### src/rtl/ht_engine_dispatcher.sv
// ht_engine_dispatcher: accepts one hash-table task at a time and routes it by
// opcode to the search, insert or delete engine. While a task is in flight,
// that engine has exclusive use of the data-RAM ports. Its result comes back on
// a single output stream.
// Optional build macro HT_DISPATCH_STATS_EN adds per-engine completion counters.

package ht_pkg;

    localparam int KEY_WIDTH        = 16;
    localparam int VALUE_WIDTH      = 16;
    localparam int TABLE_ADDR_WIDTH = 8;
    localparam int ENG_CNT          = 3;

    typedef enum logic [1:0] {
        OP_SEARCH = 2'd0,
        OP_INSERT = 2'd1,
        OP_DELETE = 2'd2,
        OP_NOOP   = 2'd3
    } ht_opcode_t;

    typedef enum logic [2:0] {
        SEARCH_FOUND                     = 3'd0,
        SEARCH_NOT_SUCCESS_NO_ENTRY      = 3'd1,
        INSERT_SUCCESS                   = 3'd2,
        INSERT_SUCCESS_SAME_KEY          = 3'd3,
        INSERT_NOT_SUCCESS_TABLE_IS_FULL = 3'd4,
        DELETE_SUCCESS                   = 3'd5,
        DELETE_NOT_SUCCESS_NO_ENTRY      = 3'd6
    } ht_rescode_t;

    typedef struct packed {
        logic [KEY_WIDTH-1:0]   key;
        logic [VALUE_WIDTH-1:0] value;
        ht_opcode_t             opcode;
    } ht_command_t;

    typedef struct packed {
        ht_command_t                 cmd;
        logic [TABLE_ADDR_WIDTH-1:0] head_ptr;
        logic                        head_ptr_val;
    } ht_pdata_t;

    typedef struct packed {
        ht_command_t                 cmd;
        ht_rescode_t                 rescode;
        logic [TABLE_ADDR_WIDTH-1:0] bucket;
    } ht_result_t;

    typedef struct packed {
        logic [KEY_WIDTH-1:0]        key;
        logic [VALUE_WIDTH-1:0]      value;
        logic [TABLE_ADDR_WIDTH-1:0] next_ptr;
        logic                        next_ptr_val;
    } ram_data_t;

endpackage

module ht_engine_dispatcher
    import ht_pkg::*;
#(
    parameter int A_WIDTH = TABLE_ADDR_WIDTH
) (
    input  logic                             clk_i,
    input  logic                             rst_i,

    input  ht_pdata_t                        task_i,
    input  logic                             task_valid_i,
    output logic                             task_ready_o,

    output ht_pdata_t                        eng_task_o,
    output logic [ENG_CNT-1:0]               eng_task_valid_o,
    input  logic [ENG_CNT-1:0]               eng_task_ready_i,

    input  logic [ENG_CNT-1:0][A_WIDTH-1:0]  eng_rd_addr_i,
    input  logic [ENG_CNT-1:0]               eng_rd_en_i,
    input  logic [ENG_CNT-1:0][A_WIDTH-1:0]  eng_wr_addr_i,
    input  ram_data_t [ENG_CNT-1:0]          eng_wr_data_i,
    input  logic [ENG_CNT-1:0]               eng_wr_en_i,

    output logic [A_WIDTH-1:0]               rd_addr_o,
    output logic                             rd_en_o,
    output logic [A_WIDTH-1:0]               wr_addr_o,
    output ram_data_t                        wr_data_o,
    output logic                             wr_en_o,

    input  ht_result_t [ENG_CNT-1:0]         eng_result_i,
    input  logic [ENG_CNT-1:0]               eng_result_valid_i,
    output logic [ENG_CNT-1:0]               eng_result_ready_o,

    output ht_result_t                       result_o,
    output logic                             result_valid_o,
    input  logic                             result_ready_i,

`ifdef HT_DISPATCH_STATS_EN
    output logic [31:0]                      search_cnt_o,
    output logic [31:0]                      insert_cnt_o,
    output logic [31:0]                      delete_cnt_o,
`endif

    output logic [15:0]                      drop_cnt_o
);

    typedef enum logic [1:0] {
        IDLE_S     = 2'd0,
        DISPATCH_S = 2'd1,
        WAIT_RES_S = 2'd2,
        OUT_RES_S  = 2'd3
    } state_t;

    state_t      state_q, state_d;
    logic [1:0]  idx_q, idx_d;
    ht_pdata_t   task_q, task_d;
    ht_result_t  result_q, result_d;
    logic [15:0] drop_q, drop_d;
    logic        res_take;
    logic        ram_sel;
    logic [1:0]  ram_src;

    assign eng_task_o = task_q;
    assign result_o   = result_q;
    assign drop_cnt_o = drop_q;

    // The selected engine's result is captured only while we wait for it.
    assign res_take = (state_q == WAIT_RES_S) && eng_result_valid_i[idx_q];

    // State, engine index, task/result registers and drop counter.
    always_ff @(posedge clk_i or posedge rst_i) begin
        if (rst_i) begin
            state_q  <= IDLE_S;
            idx_q    <= 2'd0;
            task_q   <= '0;
            result_q <= '0;
            drop_q   <= 16'd0;
        end else begin
            state_q  <= state_d;
            idx_q    <= idx_d;
            task_q   <= task_d;
            result_q <= result_d;
            drop_q   <= drop_d;
        end
    end

    // Next-state decode and per-state handshake outputs.
    always_comb begin
        state_d            = state_q;
        idx_d              = idx_q;
        task_d             = task_q;
        result_d           = result_q;
        drop_d             = drop_q;
        task_ready_o       = 1'b0;
        eng_task_valid_o   = '0;
        eng_result_ready_o = '0;
        result_valid_o     = 1'b0;

        case (state_q)
            IDLE_S: begin
                // Ready is withheld while reset is asserted so that an upstream
                // valid never looks accepted during reset.
                task_ready_o = !rst_i;
                if (task_valid_i && !rst_i) begin
                    case (task_i.cmd.opcode)
                        OP_SEARCH: begin
                            idx_d   = 2'd0;
                            task_d  = task_i;
                            state_d = DISPATCH_S;
                        end
                        OP_INSERT: begin
                            idx_d   = 2'd1;
                            task_d  = task_i;
                            state_d = DISPATCH_S;
                        end
                        OP_DELETE: begin
                            idx_d   = 2'd2;
                            task_d  = task_i;
                            state_d = DISPATCH_S;
                        end
                        default: begin
                            if (drop_q != 16'hFFFF) begin
                                drop_d = drop_q + 16'd1;
                            end
                        end
                    endcase
                end
            end
            DISPATCH_S: begin
                eng_task_valid_o[idx_q] = 1'b1;
                if (eng_task_ready_i[idx_q]) begin
                    state_d = WAIT_RES_S;
                end
            end
            WAIT_RES_S: begin
                eng_result_ready_o[idx_q] = 1'b1;
                if (res_take) begin
                    result_d = eng_result_i[idx_q];
                    state_d  = OUT_RES_S;
                end
            end
            OUT_RES_S: begin
                result_valid_o = 1'b1;
                if (result_ready_i) begin
                    state_d = IDLE_S;
                end
            end
            default: begin
                state_d = IDLE_S;
            end
        endcase
    end

    // RAM mux: zero-latency path from the active engine while it owns the RAM.
    always_comb begin
        ram_sel   = (state_q == DISPATCH_S) || (state_q == WAIT_RES_S);
        ram_src   = ram_sel ? idx_q : 2'd0;
        rd_addr_o = eng_rd_addr_i[ram_src];
        wr_addr_o = eng_wr_addr_i[ram_src];
        wr_data_o = eng_wr_data_i[ram_src];
        rd_en_o   = ram_sel && eng_rd_en_i[ram_src];
        wr_en_o   = ram_sel && eng_wr_en_i[ram_src];
    end

`ifdef HT_DISPATCH_STATS_EN
    logic [31:0] search_cnt_q, insert_cnt_q, delete_cnt_q;

    assign search_cnt_o = search_cnt_q;
    assign insert_cnt_o = insert_cnt_q;
    assign delete_cnt_o = delete_cnt_q;

    // Per-engine completion counters, bumped alongside the result register.
    always_ff @(posedge clk_i or posedge rst_i) begin
        if (rst_i) begin
            search_cnt_q <= 32'd0;
            insert_cnt_q <= 32'd0;
            delete_cnt_q <= 32'd0;
        end else if (res_take) begin
            case (idx_q)
                2'd0:    search_cnt_q <= search_cnt_q + 32'd1;
                2'd1:    insert_cnt_q <= insert_cnt_q + 32'd1;
                2'd2:    delete_cnt_q <= delete_cnt_q + 32'd1;
                default: ;
            endcase
        end
    end
`endif

endmodule

### config.mk
export PLATFORM = sky130hd
export DESIGN_NAME = ht_engine_dispatcher
export DESIGN_NICKNAME = d
export VERILOG_FILES = /design/src/rtl/ht_engine_dispatcher.sv
export SDC_FILE = /design/constraint.sdc
export NUM_CORES = 1
export LEC_CHECK = 0
export ABC_CLOCK_PERIOD_IN_PS = 4400
export BUFFER_PORTS_ARGS = -buffer_cell sky130_fd_sc_hd__buf_2
export CAP_MARGIN = 5
export CORE_AREA = 2 2 209 211
export DETAILED_ROUTE_END_ITERATION = 16
export DIE_AREA = 0 0 211 213
export PLACE_DENSITY_LB_ADDON = 0.3
export SLEW_MARGIN = 20
export SYNTH_ARGS = -nofsm -noshare
export SYNTH_HDL_FRONTEND = slang
export SYNTH_SLANG_ARGS = --single-unit
### constraint.sdc
create_clock -name clk_i -period 4.4 [get_ports clk_i]
set_input_delay 0.66 -clock clk_i [delete_from_list [all_inputs] [get_ports clk_i]]
set_output_delay 0.66 -clock clk_i [all_outputs]
set_load 0.01 [all_outputs]
==> impl_results.md <==
- Outcome: finished clean
- Clk pin slew, worst setup/hold paths: about 0.08 ns
- Hold Slack: between 0.4 and 0.5 ns
- Initial antenna violation count: 13
- Antenna-violating nets left: 0
- Kind of critical path: flop to output port
- Cell Area, Synth: a little over 0.007 sq mm
- RSZ-0062 raised after global routing: no
- Grt ovf: 0
- Drt pass-1 iters: 4
- Final wirelength: 32710 microns
- Top cells by count, synth: nor2b_1 (118), a21oi_1 (114), dfrtp_1 (108)
- Slew headroom: 0.3027
- Cells after Synth: slightly below 800
- WP data arrival: about 3.0 ns
- Num rows: 76
- Synth Flop Type: dfrtp_1
- YS warnings: 0
- Area of the multi-input gates: 0.004161 sq mm
- Sequential cell area: 0.002710 sq mm
- Critical-path maximum fanout: 35
- Switch Pwr: 3.340 mW
- CP max-delay cell: nor2b_4
- Worst-Margin Slew: around 1.0 ns
- Setup tns final: 0 ns
- Root Driver: clkbuf_16
- Post-synth EDFFs: 0
- Dpl hpwl: 26700 microns
- Layout Nets: between 1500 and 2000
- Final GP Congestion: 0.9107
- Chip Height: approximately 210 microns
- H-Tree Level Count: 3
- Combinational Power Share: 0.637
- Syn Nets: 1149
- Post-cts gate resize count: 0
- Flop pwr share: 0.245
- Worst vdd ir: ~0.37 mV
- Largest cells by area after synthesis: dfrtp_1 (38%), mux2_2 (14%), nor2b_1 (10%)
- CTS tree: yes
- Vias in the first global route: ~7800
- Yosys top cell by area: dfrtp_1
- Die width: 211 microns
- Port-buffer cells: between 500 and 600
- First-pass GRT wire length: about 46000 microns
- CP Cell Sequence: nor2b_4 -> nand2_1 -> o21ai_0 -> and2_1 -> buf_2
- Delay-heaviest family, CP: simple AND/OR/NAND/NOR gates
- Sequential area share after synthesis: 0.3801
- Total CTS buffers: 9
- Cell area power density: 661.9 mW/mm^2
- Max Slew Vio Count: 0
- GRT Total Usage: 0.1369
- Critical Path RT: between 3 and 4 ns
- Fraction of layout cells with a size suffix above 1: 0.5179
- DRC: 0
- Static Leak: around 5.3 nW
- Final hold vios: 0
- Largest net degree at the start of global routing: a little under 60
- Area Growth Syn to Fin: 50.01%
- Yosys reg bits: around 110
- Core box area: approximately 0.043 sq mm
- Clk buf depth: 2
- Yosys cell types: 36
- Synth top area share: 0.3801
- Fin Clk Skew: about 0.0061 ns
- Count leader, synth: nor2b_1
- Postcts setup bufs: 0
- Fmax: ~280 MHz
- Sw frac: 0.4731
- Asr flop ratio synth: 1.000
- Max incr delay on CP: 0.88 ns
- Final setup fails: 0
- Die ar.: 0.04494 sq mm
- Top Ports: between 500 and 600
- Fin crit share: 0.8237
- Startpoint types: flop
- Crit path time final: roughly 3.6 ns
- Cell-internal power: ~3.7 mW
- Max Cap Violations: 0
- Via-per-instance ratio: roughly 4.2
- Clock latency on the worst-skew pair: approximately 0.35 ns
- Reg2Reg Depth: 4
- Routed vias: between 7000 and 8000
- Clock power frac: 0.117
- R2R setup slack: approximately 1.7 ns
- Initial DRC Count: between 300 and 400
- CP Capture Type: output port
- WP buf/inv: 1
- Hold Path Class: input port to async pin
- Post-synthesis average cell area: 9.151 sq um
- Total clock sinks: around 110
- Initial Utilization: 0.1665
- Fillers: ~4700
- Worst flop-to-flop path startpoint: idx_q[1]
- Worst R2R End: state_q[1]
- Drt wl/cell: between 15 and 20 microns
- # hold bufs at CTS: 0
placed cells by master, fill, tap and decap left out, types with 2 or more instances in the layout:
master,synthesis,final
mux2_2,87,87
inv_1,8,7
nor4_1,5,5
and3_1,3,3
diode_2,0,3
o21ai_0,102,102
nor2_1,6,5
xor2_1,12,12
mux2_1,5,5
mux2i_1,49,49
buf_2,21,535
o21ai_1,3,3
xnor2_1,3,3
nor3_1,6,6
clkbuf_16,0,9
nand3_1,7,6
dfrtp_4,0,2
a21oi_1,114,114
buf_4,0,13
dfrtp_1,108,106
ha_1,7,6
nor3b_1,4,4
and2_1,5,4
nand2_1,53,52
nor2b_1,118,117
or2_1,2,2
nand4_1,2,2
registers in the layout (all words and copies together) (netlist names):
register / count
eng_task_o: 43
idx_q: 2
state_q: 2
drop_cnt_o: 16
result_o: 45
power by group through the flow:
stage               clock network [mW]  registers, mW  logic, mW
global route                     0.898           1.79       4.94
global placement                     0           1.74       4.57
floorplan                            0           1.85       2.55
detailed placement                   0           1.75       4.60
CTS                              0.873           1.74       4.60
finish                           0.828           1.73       4.50
worst register-to-register path, delay by kind of cell (launching register included):
family	cells	cell delay [ns]
AND/OR/NAND/NOR	2	1.49
flip-flops	1	0.70
multiplexers	1	0.31
AO/OA/AOI/OAI	1	0.10
how the worst max path moves through the flow:
| stage | from | to | cells past startpoint |
|---|---|---|---|
| after global routing | idx_q[1] | wr_en_o | 5 |
| final | idx_q[1] | rd_en_o | 5 |
| after global placement | idx_q[1] | rd_en_o | 5 |
| after detailed placement | idx_q[1] | rd_en_o | 5 |
| after CTS | idx_q[1] | rd_en_o | 5 |
| after floorplan | rst_i | drop_cnt_o[0] | 1 |
stage by stage:
stage	power (mW)	instance area, sq um	std cells	worst slack (ns)	utilization
after detailed placement	6.345	10360	1814	1.065	0.2426
after global routing	7.629	10670	1833	0.5876	0.2498
after global placement	6.304	10360	1814	1.073	0.2426
final	7.060	10670	1833	0.7759	0.2498
after floorplan	4.401	7111	777	0.8944	-
after CTS	7.220	10650	1830	0.6402	0.2495
layer usage:
metal / wire length [microns] / GRT usage
met5: 117 / 0
met4: 868 / 0.04857
met3: 2113 / 0.02750
met2: 16630 / 0.2517
met1: 12980 / 0.1566
area by class of cell:
cell class | count | share of cell area
Multi-Input combinational cell | 604 | 0.3901
Timing Repair Buffer | 548 | 0.2602
Clock buffer | 10 | 0.02240
Clock inverter | 6 | 0.005396
Tap cell | 546 | 0.06405
Inverter | 8 | 0.003050
Antenna cell | 3 | 0.0007038
Sequential cell | 108 | 0.2541
logic make-up (layout without fill, tap and decap cells):
logic type                 count (synthesis)  count (layout)  synth area share
and+or+nand+nor                          218             218            0.1746
buffers and inverters                     65             572           0.03906
other                                      0               3                 0
xor gates and xnor gates                  15              15           0.01848
DFF                                      108             108            0.3801
AOI/OAI and AO/OA                        222             222            0.1587
muxes                                    142             142            0.2168
adders and majority gates                  7               7           0.01232
(Power assumes the default switching activity.)
